File: src/rtl/im_loader.sv
// Byte-stream instruction-memory loader: packs 4 bytes MSB-first into a word and writes it.
// Optional trailing XOR checksum byte enabled by defining IM_LOADER_CKSUM_EN.
module im_loader #(
    parameter int AW = 11,
    parameter int CW = 12
) (
    input  logic          clk,
    input  logic          rst_n,
    input  logic          start,
    input  logic [AW-1:0] base_addr,
    input  logic [CW-1:0] word_cnt,
    input  logic          in_valid,
    input  logic [7:0]    in_data,
    output logic          in_ready,
    output logic          we,
    output logic [AW-1:0] waddr,
    output logic [31:0]   wdata,
    output logic          busy,
    output logic          done,
    output logic          err
);

`ifdef IM_LOADER_CKSUM_EN
    typedef enum logic [1:0] {IDLE, LOAD, CKSUM, DONE} state_t;
`else
    typedef enum logic [1:0] {IDLE, LOAD, DONE} state_t;
`endif

    state_t        state, state_nxt;
    logic [AW-1:0] ptr;
    logic [CW-1:0] remaining;
    logic [1:0]    byte_idx;
    logic [23:0]   word_p0;
    logic          accept;
    logic          load_byte;
    logic          last_byte;
    logic          last_word;

    function automatic logic [31:0] pack_word(input logic [23:0] hi, input logic [7:0] lo);
        return {hi, lo};
    endfunction

    assign accept    = in_valid & in_ready;
    assign load_byte = accept && (state == LOAD);
    assign last_byte = load_byte && (byte_idx == 2'd3);
    assign last_word = (remaining == CW'(1));

    always_ff @(posedge clk or negedge rst_n) begin
        if (!rst_n) state <= IDLE;
        else        state <= state_nxt;
    end

    always_comb begin
        state_nxt = state;
        in_ready  = 1'b0;
        busy      = 1'b1;
        done      = 1'b0;
        case (state)
            IDLE: begin
                busy = 1'b0;
                if (start) state_nxt = (word_cnt == '0) ? DONE : LOAD;
            end
            LOAD: begin
                in_ready = 1'b1;
                if (last_byte && last_word) begin
`ifdef IM_LOADER_CKSUM_EN
                    state_nxt = CKSUM;
`else
                    state_nxt = DONE;
`endif
                end
            end
`ifdef IM_LOADER_CKSUM_EN
            CKSUM: begin
                in_ready = 1'b1;
                if (accept) state_nxt = DONE;
            end
`endif
            DONE: begin
                done      = 1'b1;
                state_nxt = IDLE;
            end
            default: begin
                busy      = 1'b0;
                state_nxt = IDLE;
            end
        endcase
    end

    // Control and write port: one registered write per completed word
    always_ff @(posedge clk or negedge rst_n) begin
        if (!rst_n) begin
            ptr       <= '0;
            remaining <= '0;
            byte_idx  <= '0;
            we        <= 1'b0;
            waddr     <= '0;
            wdata     <= '0;
        end else begin
            we <= 1'b0;
            if (state == IDLE && start) begin
                ptr       <= base_addr;
                remaining <= word_cnt;
                byte_idx  <= '0;
            end else if (load_byte) begin
                byte_idx <= byte_idx + 2'd1;
                if (byte_idx == 2'd3) begin
                    we        <= 1'b1;
                    waddr     <= ptr;
                    wdata     <= pack_word(word_p0, in_data);
                    ptr       <= ptr + AW'(1);
                    remaining <= remaining - CW'(1);
                end
            end
        end
    end

    // Partial-word shift register; old bytes are shifted out, so no reset is needed
    always_ff @(posedge clk) begin
        if (load_byte && byte_idx != 2'd3) word_p0 <= {word_p0[15:0], in_data};
    end

`ifdef IM_LOADER_CKSUM_EN
    logic [7:0] xor_acc;

    always_ff @(posedge clk or negedge rst_n) begin
        if (!rst_n) begin
            xor_acc <= '0;
            err     <= 1'b0;
        end else begin
            if (state == IDLE && start) begin
                xor_acc <= '0;
                err     <= 1'b0;
            end else if (load_byte) begin
                xor_acc <= xor_acc ^ in_data;
            end else if (state == CKSUM && accept) begin
                err <= (in_data != xor_acc);
            end
        end
    end
`else
    assign err = 1'b0;
`endif

endmodule

File: config.mk
export PLATFORM = sky130hd
export DESIGN_NAME = im_loader
export DESIGN_NICKNAME = d
export VERILOG_FILES = /design/src/rtl/im_loader.sv
export SDC_FILE = /design/constraint.sdc
export NUM_CORES = 1
export LEC_CHECK = 0
export CORE_MARGIN = 4
export CORE_UTILIZATION = 51
export DETAILED_ROUTE_END_ITERATION = 16
export PLACE_DENSITY = 0.8
export RECOVER_POWER = 50
export SLEW_MARGIN = 20
export SYNTH_ARGS = -nofsm -noshare
export SYNTH_HDL_FRONTEND = slang
export SYNTH_SLANG_ARGS = --single-unit
File: constraint.sdc
create_clock -name clk -period 2.5 [get_ports clk]
set_input_delay 0.25 -clock clk [delete_from_list [all_inputs] [get_ports clk]]
set_output_delay 0.25 -clock clk [all_outputs]
set_load 0.01 [all_outputs]
==> results.md <==
- First-pass GRT wire length: 12640 um
- Crit Path Max Fanout: 10
- Post-Route M1 WL: 3341 um
- Cell with the most instances after synthesis: dfrtp_1
- Die W: about 96 um
- H-tree Lvls: 3
- Library cells used by synthesis: 37
- Maxcap violations: 1
- Critical Path RT: 2250 ps
- Metal2 WL: between 3000 and 4000 um
- Reg2reg path depth: 6
- Area Growth Syn to Fin: 27.91%
- Ranking of synthesized cells by area: dfrtp_1, edfxtp_1, mux2_2, xor2_1, nand2_1
- Vias in the first global route: approximately 2700
- Die Y-Extent: 95.80 um
- Post-CTS Setup Inserts: 0
- Die ar.: 9177 um2
- Core Area: about 7400 um2
- Initial Util: 53.34%
- DR pass1 iterations: 4
- Worst setup EP type: output port
- Clock transition at the registers of the reported paths: 90 ps
- Post-route DRC: 0
- Failing checks: max-capacitance violations, max-slew violations
- DR vias/cell: 5.212
- Nets: 415
- Share of cells above drive strength 1: ~19%
- CTS sink cnt: 95
- Post-synth EDFFs: 24
- Maximum VDD drop: 487.1 uV
- Fin crit share: 84.53%
- GRT Total Usage: 18.05%
- Post-CTS Resized: 0
- Ys async rst share: 74.74%
- Tmin final: approximately 2100 ps
- Worst hold path type: in2async
- Hold Vio Cnt, Final: 0
- Setup tns final: 0 ps
- Final worst clock skew: between 6 and 7 ps
- DRT iter0 DRCs: 65
- Drt total wl: 7549 um
- Seq/Total Area, Yosys: 63.53%
- Fin cells: 477
- Synthesized area: 3931 um2
- IO Port Bufs: between 80 and 90
- Total power: 4.475 mW
- Largest net degree at the start of global routing: 72
- Crit-path cells: inv_1 -> ha_1 -> clkdlybuf4s50_1
- Post-synth top cells: dfrtp_1, mux2_2, nand2_1
- Routed len/inst: 15.83 um
- Mean post-synth cell area: 13.56 um2
- Crit Path Class: reg2out
- Clk buf depth: 2
- Buf/Inv on CP: 2
- CTS Hold Bufs: 0
- Cells after Synth: 290
- Synthesized flop and latch total: 95
- Root buf cell: clkbuf_8
- CTS tree: done
- Dpl hpwl: 5264 um
- IO Count: 83
- Synth area leader: dfrtp_1
- Leakage: about 2.2 nW
- DR WL met3: 315 um
- Clk Latency, worst-skew pair: 360 ps
- End of the worst register-to-register path: wdata[10]$_DFFE_PN0P_
- Top delay family on crit path: buffers and inverters
- GR Overflow Total: 0
- Via count: about 2500
- Slew @ Worst Pin: 1755 ps
- Pins Over Slew Limit: 72
- Fmax: 473.2 MHz
- Pwr/cell area: 889.9 nW/um2
- Highest routed layer: met4
- Site row count: 31
- Routability cong.: 0.7843
- Synth Flop Type: dfrtp_1
- Synthesis Warnings: 0
- Cell count after placement: 461
- Synth top area share: roughly 45%
- Crit-path slowest cell: clkdlybuf4s50_1
- TritonCTS Buffers: 9
- R2r setup slk: ~460 ps
- Slew HR: -16.97%
- RSZ-0062 raised after global routing: no
- Crit path DAT: 1860 ps
- Remaining antenna violation count after routing: 0
- Critical path launch point type: flop
- Status: finished, violations left
- CP peak stage delay: 620 ps
- Ant diodes: 0
- Final Setup Violations: 0
- RR Startpoint: state[1]$_DFFE_PN0P_
- Initial antenna violation count: 0
- Synth Net Count: 332
==> sequential cells by signal, summed over array words and instances (netlist names) <==
name       count
remaining     12
wdata         32
we             1
byte_idx       2
word_p0       24
state          2
waddr         11
ptr           11
==> how the worst max path moves through the flow <==
stage,startpoint,cells past startpoint,endpoint
after floorplan,state[1]$_DFFE_PN0P_,5,word_p0[0]$_DFFE_PP_
after global placement,in_valid,5,wdata[2]$_DFFE_PN0P_
after detailed placement,state[1]$_DFFE_PN0P_,6,remaining[10]$_DFFE_PN0P_
after CTS,state[1]$_DFFE_PN0P_,3,in_ready
after global routing,state[1]$_DFFE_PN0P_,3,in_ready
final,state[1]$_DFFE_PN0P_,3,in_ready
==> layout make-up <==
class	instances	area, um2
clock buffer	9	123.9
clock inverter	7	52.55
fill	575	2341
inverter	4	15.01
multi-input combinational	178	1368
sequential	95	2497
tap	99	123.9
timing repair buffer	85	848.3
==> layer usage <==
layer,GRT usage [%],vias to the layer above
met4,6.161,0
li1,-,1197
met3,4.613,9
met2,30.46,54
met5,0,-
met1,22.61,1226
==> logic make-up after synthesis <==
| logic type | synth area share [%] |
|---|---|
| buf+inv | 1.878 |
| simple gates | 10.22 |
| compound gates | 4.838 |
| flops | 63.53 |
| mux | 12.32 |
| fa+ha+maj | 2.228 |
| xor+xnor | 4.901 |
| other cells | 0.09539 |
==> worst reg2reg max path, stage by stage, from the launching register on <==
cell	delay [ps]
dfrtp_1	410
inv_1	90
ha_1	380
nand3_1	260
nor2_4	190
buf_12	210
mux2_2	390
==> layout by cell type (no fill, tap or decap), types with 2 or more instances in the layout <==
cell and instances:
or4_4 2, o21ai_0 21, and3_1 4, and2_1 2, xnor2_1 6, nand4_1 5, inv_6 2, and4_1 3
xor2_1 16, nor2_1 4, nor3_1 3, inv_1 4, mux2_2 43, nand3_1 7, a21oi_1 4, ha_1 7
dlygate4sd3_1 31, nand4b_1 2, clkdlybuf4s50_1 49, buf_4 3, nor4_1 4, nand2_1 30, clkinv_2 2, dfrtp_1 71
edfxtp_1 24, clkbuf_8 9
==> per-stage QoR <==
stage | cell area (um2) | setup WS, ps | hold slack, ps | utilization, %
floorplan | 3931 | 106.7 | -45.59 | -
global placement | 4855 | 551.1 | 423.6 | 65.87
detailed placement | 4855 | 488.4 | 431.9 | 65.87
CTS | 5031 | 350.3 | 39.21 | 68.27
global route | 5029 | 261.2 | 440.1 | 68.23
finish | 5029 | 386.8 | 326.3 | 68.23
==> report_power, final <==
part	total (mW)	switching [mW]	internal, mW
logic	1.25	0.582	0.664
clock network	0.925	0.552	0.373
registers	2.30	0.308	2.00
total	4.48	1.44	3.03
Power figures use the tool's default switching activity.
